===== src/rtl/pp_ram_rd_arb_if.sv =====
// Bundle of the shared RAM read port signals between the path-parser read
// controllers and the read arbiter. The arbiter side is the slave modport.
interface pp_ram_rd_arb_if #(
    parameter int NUM_REQ         = 4,
    parameter int PATH_CHUNK_ADDR = 8,
    parameter int DATA_PATH       = 32
);
    logic [NUM_REQ-1:0]                 req;
    logic [NUM_REQ-1:0]                 req_lock;
    logic [NUM_REQ*PATH_CHUNK_ADDR-1:0] req_addr;
    logic [NUM_REQ-1:0]                 gnt;
    logic                               ram_rd;
    logic [PATH_CHUNK_ADDR-1:0]         ram_raddr;
    logic [DATA_PATH-1:0]               ram_rdata;
    logic [DATA_PATH-1:0]               rdata;
    logic [NUM_REQ-1:0]                 rdata_valid;
    logic                               busy;

    modport master (
        output req, req_lock, req_addr, ram_rdata,
        input  gnt, ram_rd, ram_raddr, rdata, rdata_valid, busy
    );

    modport slave (
        input  req, req_lock, req_addr, ram_rdata,
        output gnt, ram_rd, ram_raddr, rdata, rdata_valid, busy
    );
endinterface


===== src/rtl/pp_ram_rd_arb.sv =====
// Round-robin read arbiter for a single RAM read port shared by several
// path-parser read controllers. A requester may lock the port for up to
// MAX_LOCK consecutive grants. Read data comes back two cycles after the
// grant and is tagged one-hot to the requester that asked for it.
module pp_ram_rd_arb #(
    parameter int NUM_REQ         = 4,
    parameter int MAX_LOCK        = 4,
    parameter int PATH_CHUNK_ADDR = 8,
    parameter int DATA_PATH       = 32
) (
    input  logic                   clk,
    input  logic                   rstn,
    pp_ram_rd_arb_if.slave         bus
);
    localparam int IDX_W   = (NUM_REQ > 1) ? $clog2(NUM_REQ) : 1;
    localparam int CNT_W   = $clog2(MAX_LOCK) + 1;
    localparam bit LOCK_EN = (MAX_LOCK > 1);

    typedef enum logic [0:0] {UNLOCKED, LOCKED} lockState_t;

    lockState_t                 r_state;
    lockState_t                 w_stateNext;
    logic [IDX_W-1:0]           r_rrPtr;
    logic [IDX_W-1:0]           w_rrNext;
    logic [IDX_W-1:0]           r_owner;
    logic [IDX_W-1:0]           w_ownerNext;
    logic [CNT_W-1:0]           r_lockCnt;
    logic [CNT_W-1:0]           w_cntNext;
    logic [CNT_W-1:0]           w_cntInc;
    logic [IDX_W-1:0]           w_base;
    logic                       w_found;
    logic [IDX_W-1:0]           w_grantIdx;
    logic [NUM_REQ-1:0]         w_gnt;
    logic [PATH_CHUNK_ADDR-1:0] w_selAddr;
    logic                       r_ramRd;
    logic [PATH_CHUNK_ADDR-1:0] r_ramRaddr;
    logic [NUM_REQ-1:0]         r_tag1;
    logic [NUM_REQ-1:0]         r_tag2;

    function automatic logic [IDX_W-1:0] nextIdx(input logic [IDX_W-1:0] x);
        if (x == IDX_W'(NUM_REQ - 1)) begin
            return '0;
        end
        return x + 1'b1;
    endfunction

    assign w_cntInc = r_lockCnt + 1'b1;
    // While locked the stored pointer sits on the owner, so a lock release
    // searches from the slot after the owner.
    assign w_base   = (r_state == LOCKED) ? nextIdx(r_owner) : r_rrPtr;

    // Round-robin search: first asserted request at or after the base, wrapping.
    always_comb begin
        logic [IDX_W-1:0] idx;
        w_found    = 1'b0;
        w_grantIdx = '0;
        idx        = w_base;
        for (int k = 0; k < NUM_REQ; k++) begin
            if (!w_found && bus.req[idx]) begin
                w_found    = 1'b1;
                w_grantIdx = idx;
            end
            idx = nextIdx(idx);
        end
    end

    // Grant selection and lock FSM next-state: a present lock owner wins outright,
    // otherwise the round-robin winner is granted and may take the lock.
    always_comb begin
        w_gnt       = '0;
        w_stateNext = r_state;
        w_rrNext    = r_rrPtr;
        w_ownerNext = r_owner;
        w_cntNext   = r_lockCnt;
        if (r_state == LOCKED && bus.req[r_owner]) begin
            w_gnt[r_owner] = 1'b1;
            if (!bus.req_lock[r_owner] || (w_cntInc == CNT_W'(MAX_LOCK))) begin
                w_stateNext = UNLOCKED;
                w_cntNext   = '0;
                w_rrNext    = nextIdx(r_owner);
            end else begin
                w_cntNext   = w_cntInc;
            end
        end else begin
            if (r_state == LOCKED) begin
                w_stateNext = UNLOCKED;
                w_cntNext   = '0;
                w_rrNext    = nextIdx(r_owner);
            end
            if (w_found) begin
                w_gnt[w_grantIdx] = 1'b1;
                if (LOCK_EN && bus.req_lock[w_grantIdx]) begin
                    w_stateNext = LOCKED;
                    w_ownerNext = w_grantIdx;
                    w_cntNext   = CNT_W'(1);
                    w_rrNext    = w_grantIdx;
                end else begin
                    w_rrNext    = nextIdx(w_grantIdx);
                end
            end
        end
    end

    // Address of the granted requester (grant is one-hot, so OR-select).
    always_comb begin
        w_selAddr = '0;
        for (int i = 0; i < NUM_REQ; i++) begin
            if (w_gnt[i]) begin
                w_selAddr = bus.req_addr[i*PATH_CHUNK_ADDR +: PATH_CHUNK_ADDR];
            end
        end
    end

    // Arbitration state registers.
    always_ff @(posedge clk or negedge rstn) begin
        if (!rstn) begin
            r_state   <= UNLOCKED;
            r_rrPtr   <= '0;
            r_owner   <= '0;
            r_lockCnt <= '0;
        end else begin
            r_state   <= w_stateNext;
            r_rrPtr   <= w_rrNext;
            r_owner   <= w_ownerNext;
            r_lockCnt <= w_cntNext;
        end
    end

    // RAM strobe/address register and the two-stage grant tag pipeline.
    always_ff @(posedge clk or negedge rstn) begin
        if (!rstn) begin
            r_ramRd    <= 1'b0;
            r_ramRaddr <= '0;
            r_tag1     <= '0;
            r_tag2     <= '0;
        end else begin
            r_ramRd <= |w_gnt;
            if (|w_gnt) begin
                r_ramRaddr <= w_selAddr;
            end
            r_tag1 <= w_gnt;
            r_tag2 <= r_tag1;
        end
    end

    assign bus.gnt         = w_gnt;
    assign bus.ram_rd      = r_ramRd;
    assign bus.ram_raddr   = r_ramRaddr;
    assign bus.rdata       = bus.ram_rdata;
    assign bus.rdata_valid = r_tag2;
    assign bus.busy        = r_ramRd | (|r_tag1) | (|r_tag2);
endmodule


===== src/flat_wrapper.sv =====
// flat-port wrapper written by rule: the top's interface ports become plain ports
module pp_ram_rd_arb_flat 
#(
    parameter int NUM_REQ         = 4,
    parameter int MAX_LOCK        = 4,
    parameter int PATH_CHUNK_ADDR = 8,
    parameter int DATA_PATH       = 32
)
  (clk, rstn, bus_req, bus_req_lock, bus_req_addr, bus_ram_rdata, bus_gnt, bus_ram_rd, bus_ram_raddr, bus_rdata, bus_rdata_valid, bus_busy);
  pp_ram_rd_arb_if #(.NUM_REQ(NUM_REQ), .PATH_CHUNK_ADDR(PATH_CHUNK_ADDR), .DATA_PATH(DATA_PATH)) bus_i ();
  input  logic clk;
  input  logic rstn;
  input wire logic [$bits(bus_i.req)-1:0] bus_req;
  input wire logic [$bits(bus_i.req_lock)-1:0] bus_req_lock;
  input wire logic [$bits(bus_i.req_addr)-1:0] bus_req_addr;
  input wire logic [$bits(bus_i.ram_rdata)-1:0] bus_ram_rdata;
  output wire logic [$bits(bus_i.gnt)-1:0] bus_gnt;
  output wire logic [$bits(bus_i.ram_rd)-1:0] bus_ram_rd;
  output wire logic [$bits(bus_i.ram_raddr)-1:0] bus_ram_raddr;
  output wire logic [$bits(bus_i.rdata)-1:0] bus_rdata;
  output wire logic [$bits(bus_i.rdata_valid)-1:0] bus_rdata_valid;
  output wire logic [$bits(bus_i.busy)-1:0] bus_busy;
  assign bus_i.req = bus_req;
  assign bus_i.req_lock = bus_req_lock;
  assign bus_i.req_addr = bus_req_addr;
  assign bus_i.ram_rdata = bus_ram_rdata;
  assign bus_gnt = bus_i.gnt;
  assign bus_ram_rd = bus_i.ram_rd;
  assign bus_ram_raddr = bus_i.ram_raddr;
  assign bus_rdata = bus_i.rdata;
  assign bus_rdata_valid = bus_i.rdata_valid;
  assign bus_busy = bus_i.busy;
  pp_ram_rd_arb #(.NUM_REQ(NUM_REQ), .MAX_LOCK(MAX_LOCK), .PATH_CHUNK_ADDR(PATH_CHUNK_ADDR), .DATA_PATH(DATA_PATH)) u_core (.clk(clk), .rstn(rstn), .bus(bus_i));
endmodule

===== config.mk =====
export PLATFORM = sky130hd
export DESIGN_NAME = pp_ram_rd_arb_flat
export DESIGN_NICKNAME = d
export VERILOG_FILES = /design/src/rtl/pp_ram_rd_arb_if.sv /design/src/rtl/pp_ram_rd_arb.sv /design/src/flat_wrapper.sv
export SDC_FILE = /design/constraint.sdc
export NUM_CORES = 1
export LEC_CHECK = 0
export ABC_CLOCK_PERIOD_IN_PS = 5200
export BUFFER_PORTS_ARGS = -buffer_cell sky130_fd_sc_hd__buf_2
export CORE_MARGIN = 3
export CORE_UTILIZATION = 45
export DETAILED_ROUTE_END_ITERATION = 8
export PLACE_DENSITY = 0.85
export SLEW_MARGIN = 25
export SYNTH_ARGS = -nofsm -noshare
export SYNTH_HDL_FRONTEND = slang
export SYNTH_SLANG_ARGS = --single-unit

===== constraint.sdc =====
create_clock -name clk -period 5.2 [get_ports clk]
set_clock_uncertainty 0.1 [all_clocks]
set_input_delay 1.04 -clock clk [delete_from_list [all_inputs] [get_ports clk]]
set_output_delay 1.04 -clock clk [all_outputs]
set_load 0.01 [all_outputs]

==> flow_summary.rst, run 1 <==
.. list-table::
   :header-rows: 1

   * - Metric
     - Value
   * - Clock Latency Late Sink
     - between 0.2 and 0.3 ns
   * - Input/output buffers
     - 59
   * - Met1 global-route usage
     - 20.9%
   * - Net switching power of the design
     - 636 uW
   * - Number of clock sinks seen by CTS
     - 25
   * - Count of unique library cells instantiated by Yosys
     - 45
   * - Relative slew slack
     - 38.6%
   * - Setup TNS after final layout
     - 0 ns
   * - Power per unit of standard cell area
     - 697 mW/mm^2
   * - Area Growth Syn to Fin
     - 6.67%
   * - Minimum setup slack in the final design
     - 0.876 ns
   * - Cell at the root of the clock tree
     - sky130_fd_sc_hd__clkbuf_8
   * - Final critical-path required period
     - 4.32 ns
   * - Sequential Power Share
     - 27.8%
   * - Initial core utilization
     - 48.5%
   * - Part of the cycle the worst path needs
     - 83.1%
   * - Setup slack at placement
     - 1.20 ns
   * - Met2 global-route usage
     - 28.6%
   * - CTS Buf Count
     - 3
   * - Share of total power in combinational logic
     - 63.6%
   * - Post-detail-place hpwl
     - 3290 microns
   * - Pin count of the biggest net entering global routing
     - 26
   * - Placeable core region
     - 0.00383 sq mm
   * - Kind of start point of the critical path
     - register
   * - Share of power burned in the clock network
     - between 8 and 9%
   * - Reg2Reg Setup Slack
     - 1.54 ns
   * - Total setup buffers inserted after CTS
     - 0
   * - Unrepaired setup endpoints after global routing
     - false
   * - Post-route ant nets
     - 0
   * - Via count of the first global-routing pass
     - 1424
   * - Class of the most critical setup path
     - reg2out
   * - Buffer levels on the longest clock path
     - 2
   * - Height of the die
     - 70.2 microns
   * - # hold bufs at CTS
     - 0
   * - VDD IR max
     - 322 uV
   * - Reg-to-Reg End
     - u_core.bus.ram_raddr[0]
   * - Post-CTS clock slew at the launch and capture registers of the worst setup and hold paths
     - 0.09 ns
   * - Avg Vias per Cell
     - approximately 5.7
   * - Total DRC errors in the routed layout
     - 0
   * - Number of endpoints with negative hold slack in the final report
     - 0
   * - Worst R2R Start
     - u_core.r_owner[0]
   * - Setup crit start
     - u_core.r_owner[0]
   * - Transition time of the tightest slew-check pin
     - 0.912 ns
   * - Switching share of total power
     - 46.1%
   * - Global-route wire length before repair
     - 6740 microns
   * - Synthesized netlist cell count
     - 190
   * - Total grt overflow
     - 0
   * - Final count of negative-setup-slack endpoints
     - 0
   * - Outcome
     - finished clean
   * - Netlist Area Pre-Place
     - about 0.0019 sq mm
   * - Number of diodes
     - 0
   * - Detailed router's first-iteration violation count
     - 79
   * - Synthesis warning total
     - 0
   * - FF-to-FF path depth
     - 13
   * - Final wirelength
     - about 4200 microns
   * - Hold path depth
     - 0
   * - Initial antenna violation count
     - 0
   * - Cell internal pwr
     - 744 uW
   * - Proportion of layout cells with a drive suffix above 1
     - between 40 and 50%
   * - CTS resizes
     - 0
   * - Max-slew violation count
     - 0
   * - Pleak
     - ~0.00095 uW
   * - Data arrival time at the worst-slack endpoint
     - 3.18 ns
   * - Synth Net Count
     - 274
   * - Critical Path Fanout Max
     - 12
   * - Mean instance size in the synthesized netlist
     - 9.77 sq um
   * - Sequential share of the synthesized area
     - 33.7%
   * - Most used routing layer
     - met2
   * - Fillers
     - 362
   * - Grt met3 use
     - 3.31%
   * - CP endpoint
     - bus_gnt[2]
   * - Count of max-cap constraint violations
     - 0
   * - GPL Wtd Cong
     - between 0.8 and 0.9
   * - Overall Power
     - 1380 uW
   * - Global-route total usage across every layer
     - 16.7%
   * - Row cnt
     - 22
   * - Routed length per placed instance
     - 16.0 microns
   * - TritonCTS clock tree
     - done
   * - Kind of end point of the critical path
     - output pin
   * - DIE WIDTH
     - 70.2 microns
   * - Highest clock frequency the design can meet
     - 0.231 GHz
   * - Post-synthesis sequential element count
     - 25
   * - Die footprint
     - a little under 0.005 sq mm
   * - DR vias
     - 1509
   * - Number of top-level design ports
     - 124
   * - Worst EP required
     - 4.06 ns
   * - Deepest level of the CTS H-tree
     - 1
   * - Hold Path Class
     - reg2reg
   * - Number of search-and-repair iterations in the first detailed-routing pass
     - 4
   * - Net count reported at finish
     - 300
[worst min path at each step]
stage	endpoint	start
3_5_place_dp	u_core.bus.rdata_valid[0]	u_core.r_tag1[0]
2_1_floorplan	u_core.bus.rdata_valid[2]	u_core.r_tag1[2]
5_1_grt	u_core.bus.rdata_valid[0]	u_core.r_tag1[0]
4_1_cts	u_core.bus.rdata_valid[0]	u_core.r_tag1[0]
6_report	u_core.bus.rdata_valid[0]	u_core.r_tag1[0]
3_3_place_gp	u_core.bus.rdata_valid[0]	u_core.r_tag1[0]
[area by class of cell]
| class | instances | area (sq um) | share of cell area [%] |
|---|---|---|---|
| multi-input cells | 115 | 901 | 45.5 |
| flip-flops and latches | 25 | 626 | 31.6 |
| repair buffers | 59 | 295 | 14.9 |
| well taps | 48 | 60.1 | 3.03 |
| inverters | 12 | 50.0 | 2.53 |
| clock buffers | 3 | 41.3 | 2.08 |
| clock inverters | 1 | 7.51 | 0.379 |
[worst max-delay path: stages, from the launching register on]
cell,delay (ns)
sky130_fd_sc_hd__dfrtp_1,0.56
sky130_fd_sc_hd__inv_1,0.11
sky130_fd_sc_hd__ha_1,0.40
sky130_fd_sc_hd__and3b_2,0.22
sky130_fd_sc_hd__o21ai_0,0.22
sky130_fd_sc_hd__nand3_1,0.15
sky130_fd_sc_hd__nor2_2,0.22
sky130_fd_sc_hd__inv_2,0.10
sky130_fd_sc_hd__ha_1,0.21
sky130_fd_sc_hd__nand3_1,0.07
sky130_fd_sc_hd__o21a_1,0.39
sky130_fd_sc_hd__inv_6,0.10
sky130_fd_sc_hd__buf_2,0.16
[flip-flops by register name, indices dropped and copies added (netlist names)]
signal / flops
u_core.r_owner: 2
u_core.r_tag1: 4
u_core.r_lockCnt: 3
u_core.r_rrPtr: 2
u_core.bus.rdata_valid: 4
u_core.bus.ram_raddr: 8
u_core.bus.ram_rd: 1
u_core.r_state: 1
[synth_stat cells, drive strengths merged]
| cell | n | area share, % |
|---|---|---|
| o32ai | 2 | 0.94 |
| nand3b | 1 | 0.40 |
| clkbuf | 2 | 0.40 |
| a221oi | 8 | 3.8 |
| nand3 | 9 | 2.4 |
| mux2i | 2 | 1.1 |
| inv | 12 | 2.7 |
| o221ai | 1 | 0.47 |
| dfrtp | 25 | 34 |
| a21boi | 2 | 0.81 |
| buf | 36 | 15 |
| and3b | 1 | 0.54 |
| and2 | 1 | 0.40 |
| or4 | 2 | 0.88 |
| a21oi | 2 | 0.54 |
| nand2b | 3 | 1.4 |
| nor2 | 15 | 3.2 |
| a221o | 8 | 4.8 |
| ha | 10 | 6.7 |
| o2111ai | 2 | 0.94 |
| nand4b | 3 | 1.4 |
| nor4 | 3 | 1.8 |
| nand2 | 9 | 2.5 |
| mux2 | 4 | 2.4 |
| o2bb2ai | 1 | 0.47 |
| o211a | 1 | 0.54 |
| o21a | 1 | 0.40 |
| a211o | 1 | 0.54 |
| mux4 | 2 | 2.6 |
| nor3 | 10 | 2.7 |
| o31ai | 1 | 0.40 |
| o211ai | 5 | 2.0 |
| o21ai | 5 | 1.3 |
[stage by stage]
stage	area, sq um	cells	util (%)	hold slack (ns)
after floorplan	1860	190	-	0.254
after global placement	1930	259	50.5	0.260
after detailed placement	1930	259	50.5	0.267
after CTS	1980	263	51.8	0.286
after global routing	1980	263	51.8	0.313
final	1980	263	51.8	0.282
[metal layers]
| metal | wire (microns) | part of all wire (%) |
|---|---|---|
| met1 | 1680 | 40 |
| met2 | 2180 | 52 |
| met3 | 277 | 6.6 |
| met4 | 62 | 1.5 |
| met5 | 0 | 0 |
[layout by cell type, fill, tap and decap left out, types with 2 or more instances in the layout]
cell,n
sky130_fd_sc_hd__a21boi_0,2
sky130_fd_sc_hd__a21oi_1,2
sky130_fd_sc_hd__a221o_2,7
sky130_fd_sc_hd__a221oi_1,8
sky130_fd_sc_hd__buf_2,59
sky130_fd_sc_hd__clkbuf_8,3
sky130_fd_sc_hd__dfrtp_1,25
sky130_fd_sc_hd__ha_1,10
sky130_fd_sc_hd__inv_1,10
sky130_fd_sc_hd__mux2_2,4
sky130_fd_sc_hd__mux2i_1,2
sky130_fd_sc_hd__nand2_1,6
sky130_fd_sc_hd__nand2_2,2
sky130_fd_sc_hd__nand2b_1,2
sky130_fd_sc_hd__nand3_1,9
sky130_fd_sc_hd__nand4b_1,3
sky130_fd_sc_hd__nor2_1,14
sky130_fd_sc_hd__nor3_1,10
sky130_fd_sc_hd__nor4_1,2
sky130_fd_sc_hd__o2111ai_1,2
sky130_fd_sc_hd__o211ai_1,5
sky130_fd_sc_hd__o21ai_0,5
sky130_fd_sc_hd__o32ai_1,2
[kinds of logic after synthesis]
group	count (synthesis)	synth area share [%]
and+or+nand+nor	57	17.7
buffers and inverters	50	17.8
AOI/OAI and AO/OA	40	18.0
DFF	25	33.7
adders and majority gates	10	6.74
muxes	8	6.13
[power groups by stage]
stage,Clock [uW],Sequential (uW),Combinational (uW)
6_report,119,383,877
5_1_grt,129,400,963
4_1_cts,121,383,878
3_5_place_dp,0,387,871
3_3_place_gp,0,379,847
2_1_floorplan,0,368,700
(Power assumes the default switching activity.)
==> inputs of run 2 (changes only) <==
--- a/config.mk
+++ b/config.mk
@@ -5,12 +5,13 @@
 export SDC_FILE = /design/constraint.sdc
 export NUM_CORES = 1
 export LEC_CHECK = 0
-export ABC_CLOCK_PERIOD_IN_PS = 5200
+export ABC_AREA = 1
+export ABC_CLOCK_PERIOD_IN_PS = 4150
 export BUFFER_PORTS_ARGS = -buffer_cell sky130_fd_sc_hd__buf_2
 export CORE_MARGIN = 3
-export CORE_UTILIZATION = 45
+export CORE_UTILIZATION = 44
 export DETAILED_ROUTE_END_ITERATION = 8
-export PLACE_DENSITY = 0.85
+export PLACE_DENSITY = 0.81
 export SLEW_MARGIN = 25
 export SYNTH_ARGS = -nofsm -noshare
 export SYNTH_HDL_FRONTEND = slang
==> constraint.sdc (replaced) <==
create_clock -name clk -period 4.15 [get_ports clk]
set_clock_uncertainty 0.1 [all_clocks]
set_input_delay 0.83 -clock clk [delete_from_list [all_inputs] [get_ports clk]]
set_output_delay 0.83 -clock clk [all_outputs]
set_load 0.01 [all_outputs]
==> flow_summary.rst, run 2 <==
.. list-table::
   :header-rows: 1

   * - Metric
     - Value
   * - Outcome
     - finished clean (unchanged)
   * - Met1 global-route usage
     - 24.5% (was 20.9%)
   * - Number of top-level design ports
     - 124 (unchanged)
   * - Number of search-and-repair iterations in the first detailed-routing pass
     - 4 (unchanged)
   * - Netlist Area Pre-Place
     - 0.00211 sq mm (was 0.00186 sq mm)
   * - # hold bufs at CTS
     - 0 (unchanged)
   * - Relative slew slack
     - 61.6% (was 38.6%)
   * - Synthesis warning total
     - 0 (unchanged)
   * - Share of flip-flops with an asynchronous set or reset
     - 100% (unchanged)
   * - Max-slew violation count
     - 0 (unchanged)
   * - Worst EP required
     - 3.22 ns (was 4.06 ns)
   * - Post-route ant nets
     - 0 (unchanged)
   * - Flip-flop cell with the highest count after synthesis
     - sky130_fd_sc_hd__dfrtp_1 (unchanged)
   * - Via count of the first global-routing pass
     - 1744 (was 1424)
   * - Reg-to-Reg End
     - u_core.bus.ram_raddr[2] (was u_core.bus.ram_raddr[0])
   * - Unrepaired setup endpoints after global routing
     - false (unchanged)
   * - Setup slack at placement
     - 0.205 ns (was 1.20 ns)
   * - Net count reported at finish
     - 417 (was 300)
   * - Worst min-delay path endpoint
     - u_core.bus.rdata_valid[1] (was u_core.bus.rdata_valid[0])
   * - Part of the cycle the worst path needs
     - 94.2%
   * - Library cell contributing the largest single delay on the critical path
     - sky130_fd_sc_hd__dfrtp_2 (was sky130_fd_sc_hd__dfrtp_1)
   * - Most used routing layer
     - met2 (unchanged)
   * - Input/output buffers
     - 59 (unchanged)
   * - Final count of negative-setup-slack endpoints
     - 0 (unchanged)
   * - Cell taking the most area after synthesis
     - sky130_fd_sc_hd__dfrtp_1 (unchanged)
   * - Count of unique library cells instantiated by Yosys
     - 29 (was 45)
   * - Total DRC errors in the routed layout
     - 0 (unchanged)
   * - Leading cell type in the layout, fill and taps excluded
     - sky130_fd_sc_hd__nand2_1 (was sky130_fd_sc_hd__buf_2)
   * - Yosys top cell area share
     - 29.6% (was 33.7%)
   * - Sequential share of the synthesized area
     - 29.6% (was 33.7%)
   * - Minimum setup slack in the final design
     - 0.239 ns (was 0.876 ns)
   * - DIE WIDTH
     - 75.3 microns (was 70.2 microns)
   * - Worst R2R Start
     - u_core.r_owner[1] (was u_core.r_owner[0])
   * - Synth Net Count
     - 382 (was 274)
   * - Final critical-path required period
     - 3.91 ns
   * - Number of synthesized flops with an enable pin
     - 0 (unchanged)
   * - Row cnt
     - 24 (was 22)
   * - Post-synthesis sequential element count
     - 25 (unchanged)
   * - Transition time of the tightest slew-check pin
     - 0.576 ns (was 0.912 ns)
   * - TritonCTS clock tree
     - done (unchanged)
   * - Commonest cells after routing, fill and taps aside
     - sky130_fd_sc_hd__nand2_1, sky130_fd_sc_hd__buf_2, sky130_fd_sc_hd__nand3_1 (was sky130_fd_sc_hd__buf_2, sky130_fd_sc_hd__dfrtp_1, sky130_fd_sc_hd__nor2_1)
   * - Pin count of the biggest net entering global routing
     - 26 (unchanged)
   * - Reg2Reg Setup Slack
     - 0.84 ns (was 1.54 ns)
   * - Kind of start point of the critical path
     - register (unchanged)
   * - Crit-path cells
     - inv_1 > ha_1 > inv_1 > nand2_1 > nand2_2 > nand2_1 > nand2_1 > nand2_1 > nand2_2 > nand3_1 > or2_4 > nand2_2 > inv_1 > ha_1 > nand2_2 > o21ai_4 > buf_2 (was inv_1 > ha_1 > and3b_2 > o21ai_0 > nand3_1 > nor2_2 > inv_2 > ha_1 > nand3_1 > o21a_1 > inv_6 > buf_2)
   * - Global-route wire length before repair
     - 8080 microns (was 6740 microns)
   * - Grt met3 use
     - 4.54% (was 3.31%)
   * - Height of the die
     - 75.3 microns (was 70.2 microns)
   * - Critical Path Fanout Max
     - 8 (was 12)
   * - Class of the most critical setup path
     - reg2out (unchanged)
   * - Largest stage delay on the critical path
     - 0.45 ns (was 0.56 ns)
   * - Total grt overflow
     - 0 (unchanged)
   * - Hold path depth
     - 0 (unchanged)
   * - Die footprint
     - 0.00567 sq mm (was 0.00493 sq mm)
   * - Library cell with the highest instance count after synthesis
     - sky130_fd_sc_hd__nand2_1 (was sky130_fd_sc_hd__buf_4)
   * - Setup TNS after final layout
     - 0 ns (unchanged)
   * - Cell class contributing the biggest share of worst-path delay
     - simple AND/OR/NAND/NOR gates (unchanged)
   * - Placeable core region
     - 0.00450 sq mm (was 0.00383 sq mm)
   * - Initial core utilization
     - 46.9% (was 48.5%)
   * - Avg Vias per Cell
     - 5.33 (was 5.74)
   * - Cells taking the most area after synthesis
     - sky130_fd_sc_hd__dfrtp_1, sky130_fd_sc_hd__nand2_1, sky130_fd_sc_hd__nand3_1 (was sky130_fd_sc_hd__dfrtp_1, sky130_fd_sc_hd__buf_4, sky130_fd_sc_hd__ha_1)
   * - Deepest level of the CTS H-tree
     - 1 (unchanged)
   * - FF-to-FF path depth
     - 20 (was 13)
   * - Post-detail-place hpwl
     - 3950 microns (was 3290 microns)
   * - Post-CTS clock slew at the launch and capture registers of the worst setup and hold paths
     - 0.09 ns (about the same)
   * - Clock Latency Late Sink
     - 0.27 ns (about the same)
   * - Flip-flop count of the largest register, all copies and words added
     - 8 (unchanged)
   * - Number of endpoints with negative hold slack in the final report
     - 0 (unchanged)
   * - Number of clock sinks seen by CTS
     - 25 (unchanged)
   * - GPL Wtd Cong
     - 0.944 (was 0.844)
   * - Crit path buf inv count
     - 4 (unchanged)
   * - Proportion of layout cells with a drive suffix above 1
     - 28.0% (was 40.5%)
   * - Ranking of synthesized cells by instance count
     - sky130_fd_sc_hd__nand2_1, sky130_fd_sc_hd__nand3_1, sky130_fd_sc_hd__buf_4 (was sky130_fd_sc_hd__buf_4, sky130_fd_sc_hd__dfrtp_1, sky130_fd_sc_hd__nor2_1)
   * - Hold Path Class
     - reg2reg (unchanged)
   * - DR vias
     - 2045 (was 1509)
   * - Cell at the root of the clock tree
     - sky130_fd_sc_hd__clkbuf_8 (unchanged)
   * - Routed length per placed instance
     - 13.6 microns (was 16.0 microns)
   * - Area Growth Syn to Fin
     - 8.71% (was 6.67%)
   * - Number of diodes
     - 0 (unchanged)
   * - Data arrival time at the worst-slack endpoint
     - 2.98 ns (was 3.18 ns)
   * - Final wirelength
     - 5220 microns (was 4200 microns)
   * - CTS Buf Count
     - 3 (unchanged)
   * - Kind of end point of the critical path
     - output pin (unchanged)
   * - Buffer levels on the longest clock path
     - 2 (unchanged)
   * - Met2 global-route usage
     - 29.4% (was 28.6%)
   * - Count of max-cap constraint violations
     - 0 (unchanged)
   * - Global-route total usage across every layer
     - 18.3% (was 16.7%)
   * - Highest clock frequency the design can meet
     - around 0.26 GHz
   * - Initial antenna violation count
     - 0 (unchanged)
   * - Mean instance size in the synthesized netlist
     - 7.09 sq um (was 9.77 sq um)
   * - Synthesized netlist cell count
     - 298 (was 190)
   * - Hold Crit Start
     - u_core.r_tag1[1] (was u_core.r_tag1[0])
   * - Detailed router's first-iteration violation count
     - 157 (was 79)
-- run 2: repair_timing --
item | in CTS | in global routing
gates resized for setup | 2 | 2
setup buffers | 0 | 5
pin swaps | 0 | 0
setup endpoints to repair | 1 | 1
hold endpoints to repair | 0 | 0
-- run 2: kinds of logic (layout without fill, tap and decap cells) --
logic type      Yosys count  in the layout  synth area share, %
buf+inv                  66            100                 19.0
simple gates            165            165                 36.1
fa+ha+maj                10             10                 5.92
flops                    25             25                 29.6
compound gates           32             32                 9.42
-- run 2: cell type report --
class | count | area [sq um]
Clock inverter | 1 | 7.51
Inverter | 30 | 115
Tap cell | 52 | 65.1
Timing Repair Buffer | 66 | 348
Multi-Input combinational cell | 207 | 1090
Clock buffer | 3 | 41.3
Fill cell | 433 | 2210
Sequential cell | 25 | 628
-- run 2: how the worst max path moves through the flow --
| stage | start | endpoint | slack [ns] | cells after the start |
|---|---|---|---|---|
| global placement | u_core.r_owner[0] | bus_gnt[3] | 0.36 | 17 |
| detailed placement | u_core.r_owner[0] | bus_gnt[3] | 0.20 | 17 |
| finish | u_core.r_owner[1] | bus_gnt[3] | 0.24 | 17 |
| CTS | u_core.r_owner[0] | bus_gnt[3] | 0.08 | 17 |
| global route | u_core.r_owner[1] | bus_gnt[3] | 0.05 | 17 |
| floorplan | u_core.r_owner[0] | bus_gnt[3] | 0.63 | 18 |
-- run 2: metrics by stage --
step | cells | hold WS, ns | cell area, sq um | util (%)
after global routing | 384 | 0.292 | 2300 | 51.0
after CTS | 379 | 0.287 | 2250 | 50.1
after detailed placement | 375 | 0.267 | 2200 | 48.9
after floorplan | 298 | 0.254 | 2110 | -
after global placement | 375 | 0.258 | 2200 | 48.9
final | 384 | 0.286 | 2300 | 51.0
-- run 2: routing by layer --
| layer | wire length (microns) | share of wire [%] | vias up |
|---|---|---|---|
| li1 | - | - | 1003 |
| met2 | 2600 | 50 | 84 |
| met1 | 2130 | 41 | 944 |
| met3 | 410 | 7.9 | 14 |
| met5 | 0 | 0 | - |
| met4 | 74 | 1.4 | 0 |
Power of run 2 is not shown: default switching activity piles up to over one toggle a cycle in this logic, so the estimate is an artifact.
==> inputs of run 3 (changes only) <==
--- a/config.mk
+++ b/config.mk
@@ -8,10 +8,12 @@
 export ABC_AREA = 1
 export ABC_CLOCK_PERIOD_IN_PS = 4150
 export BUFFER_PORTS_ARGS = -buffer_cell sky130_fd_sc_hd__buf_2
+export CELL_PAD_IN_SITES_DETAIL_PLACEMENT = 1
+export CELL_PAD_IN_SITES_GLOBAL_PLACEMENT = 1
 export CORE_MARGIN = 3
-export CORE_UTILIZATION = 44
+export CORE_UTILIZATION = 29
 export DETAILED_ROUTE_END_ITERATION = 8
-export PLACE_DENSITY = 0.81
+export PLACE_DENSITY_LB_ADDON = 0.1
 export SLEW_MARGIN = 25
 export SYNTH_ARGS = -nofsm -noshare
 export SYNTH_HDL_FRONTEND = slang
==> flow_summary.rst, run 3 (synthesis gave the netlist of run 2 again) <==
.. list-table::
   :header-rows: 1

   * - Metric
     - Value
   * - Unrepaired setup endpoints after global routing
     - false (unchanged)
   * - Count of max-cap constraint violations
     - 0 (unchanged)
   * - Number of clock sinks seen by CTS
     - 25 (unchanged)
   * - Cell at the root of the clock tree
     - sky130_fd_sc_hd__clkbuf_8 (unchanged)
   * - Final wirelength
     - 6600 microns (was 5220 microns)
   * - Detailed router's first-iteration violation count
     - 72 (was 157)
   * - Post-Place Cell Area
     - 0.00226 sq mm (was 0.00220 sq mm)
   * - Outcome
     - finished clean (unchanged)
   * - Post-route ant nets
     - 0 (unchanged)
   * - Data arrival time at the worst-slack endpoint
     - 2.91 ns (was 2.98 ns)
   * - Final critical-path required period
     - 3.84 ns (was 3.91 ns)
   * - Die footprint
     - 0.00834 sq mm (was 0.00567 sq mm)
   * - Via count of the first global-routing pass
     - 2049 (was 1744)
   * - Class of the most critical setup path
     - reg2out (unchanged)
   * - Routed length per placed instance
     - 15.4 microns (was 13.6 microns)
   * - Total DRC errors in the routed layout
     - 0 (unchanged)
   * - Flip-flop count of the largest register, all copies and words added
     - 8 (unchanged)
   * - Total length of routed met3 wires
     - 395 microns (was 410 microns)
   * - Pin count of the biggest net entering global routing
     - 26 (unchanged)
   * - Initial core utilization
     - 30.4% (was 46.9%)
   * - Deepest level of the CTS H-tree
     - 1 (unchanged)
   * - Buffer levels on the longest clock path
     - 2 (unchanged)
   * - Transition time of the tightest slew-check pin
     - 0.575 ns (was 0.576 ns)
   * - Number of diodes
     - 0 (unchanged)
   * - Area Growth Syn to Fin
     - 11.0% (was 8.71%)
   * - Met1 WL
     - 3130 microns (was 2130 microns)
   * - Number of top-level design ports
     - 124 (unchanged)
   * - DIE WIDTH
     - 91.3 microns (was 75.3 microns)
   * - Worst EP required
     - 3.22 ns (about the same)
   * - Fillers
     - 900 (was 433)
   * - DR vias
     - 1958 (was 2045)
   * - Avg Vias per Cell
     - 4.59 (was 5.33)
   * - Number of search-and-repair iterations in the first detailed-routing pass
     - 4 (unchanged)
   * - Global-route wire length before repair
     - 10800 microns (was 8080 microns)
   * - Post-detail-place hpwl
     - 5350 microns (was 3950 microns)
   * - Kind of end point of the critical path
     - output pin (unchanged)
   * - Placeable core region
     - 0.00694 sq mm (was 0.00450 sq mm)
   * - TritonCTS clock tree
     - done (unchanged)
   * - Final count of negative-setup-slack endpoints
     - 0 (unchanged)
   * - Total grt overflow
     - 0 (unchanged)
   * - Kind of start point of the critical path
     - register (unchanged)
   * - Row cnt
     - 30 (was 24)
   * - Input/output buffers
     - 59 (unchanged)
   * - Max-slew violation count
     - 0 (unchanged)
   * - # hold bufs at CTS
     - 0 (unchanged)
   * - GPL Wtd Cong
     - 0.807 (was 0.944)
   * - Leading cell type in the layout, fill and taps excluded
     - sky130_fd_sc_hd__nand2_1 (unchanged)
   * - Relative slew slack
     - 61.6% (about the same)
   * - Number of endpoints with negative hold slack in the final report
     - 0 (unchanged)
   * - Highest layer used for signal routing
     - met4 (unchanged)
   * - Initial antenna violation count
     - 0 (unchanged)
   * - Height of the die
     - 91.3 microns (was 75.3 microns)
   * - Critical Path Fanout Max
     - 8 (unchanged)
   * - Worst hold slack after final layout
     - 0.287 ns (was 0.286 ns)
   * - Highest clock frequency the design can meet
     - 0.260 GHz (was 0.256 GHz)
   * - Post-CTS clock slew at the launch and capture registers of the worst setup and hold paths
     - 0.09 ns (about the same)
   * - Hold Path Class
     - reg2reg (unchanged)
   * - Net count reported at finish
     - 416 (was 417)
   * - Final design instance area without fill
     - 0.00234 sq mm (was 0.00230 sq mm)
   * - Proportion of layout cells with a drive suffix above 1
     - 28.1% (was 28.0%)
   * - Global-route total usage across every layer
     - 16.1% (was 18.3%)
   * - Commonest cells after routing, fill and taps aside
     - sky130_fd_sc_hd__nand2_1, sky130_fd_sc_hd__buf_2, sky130_fd_sc_hd__nand3_1 (unchanged)
   * - Clock Latency Late Sink
     - 0.27 ns (about the same)
   * - Part of the cycle the worst path needs
     - 92.5% (was 94.2%)
   * - Setup TNS after final layout
     - 0 ns (unchanged)
   * - Met2 WL post-DR
     - 3020 microns (was 2600 microns)
   * - CTS Buf Count
     - 3 (unchanged)
-- run 3: cell count changes in the layout (fill, tap and decap cells not counted) --
cell / delta
sky130_fd_sc_hd__inv_1: -1
sky130_fd_sc_hd__inv_2: +1
sky130_fd_sc_hd__buf_4: -1
-- run 3: metal layers --
layer / track usage (%) / vias to the layer above
met4: 3.02 / 0
met1: 21.7 / 899
met2: 26.1 / 54
met3: 4.14 / 8
li1: - / 997
met5: 0 / -
-- run 3: area by class of cell --
cell class              count  area (sq um)  share of cell area, %
clock buffers               3          41.3                   1.76
clock inverters             1          7.51                  0.320
inverters                  30           115                   4.91
multi-input cells         207          1090                   46.6
flip-flops and latches     25           628                   26.8
well taps                  96           120                   5.13
repair buffers             65           340                   14.5
-- run 3: what timing repair did --
action	CTS	global route
resized for setup	1	4
setup buffers	0	3
setup endpoints to repair	2	4
cloned	0	0
-- run 3: worst paths after layout --
kind / startpoint / to / slack [ns] / cells past startpoint
max: u_core.r_owner[0] / bus_gnt[1] / 0.31 / 17
max reg2reg: u_core.r_owner[0] / u_core.bus.ram_raddr[3] / 0.84 / 20
max in group asynchronous: rstn / u_core.r_owner[0] / 3.09 / 1
min reg2reg: u_core.r_tag1[3] / u_core.bus.rdata_valid[3] / 0.29 / 0
min: u_core.r_tag1[3] / u_core.bus.rdata_valid[3] / 0.29 / 0
min in group asynchronous: rstn / u_core.bus.ram_raddr[3] / 0.44 / 1
-- run 3: critical path, stage by stage, from the launching register on --
cell and delay, ns:
sky130_fd_sc_hd__dfrtp_2 0.45, sky130_fd_sc_hd__inv_2 0.13, sky130_fd_sc_hd__ha_1 0.26, sky130_fd_sc_hd__inv_1 0.07
sky130_fd_sc_hd__nand2_1 0.06, sky130_fd_sc_hd__nand2_2 0.15, sky130_fd_sc_hd__nand2_1 0.07, sky130_fd_sc_hd__nand2_1 0.09
sky130_fd_sc_hd__nand2_1 0.08, sky130_fd_sc_hd__nand2_2 0.10, sky130_fd_sc_hd__nand3_1 0.11, sky130_fd_sc_hd__or2_4 0.30
sky130_fd_sc_hd__nand2_2 0.15, sky130_fd_sc_hd__inv_1 0.10, sky130_fd_sc_hd__ha_1 0.20, sky130_fd_sc_hd__inv_1 0.06
sky130_fd_sc_hd__o22ai_2 0.08, sky130_fd_sc_hd__buf_2 0.17
-- run 3: per-stage QoR --
step | cells | worst slack (ns) | util [%]
final | 427 | 0.311 | 33.7
after global routing | 427 | 0.000943 | 33.7
after CTS | 424 | 0.0659 | 33.3
after detailed placement | 420 | 0.283 | 32.6
after global placement | 420 | 0.389 | 32.6
after floorplan | 298 | 0.625 | -
Power of run 3 is left out for the same reason.
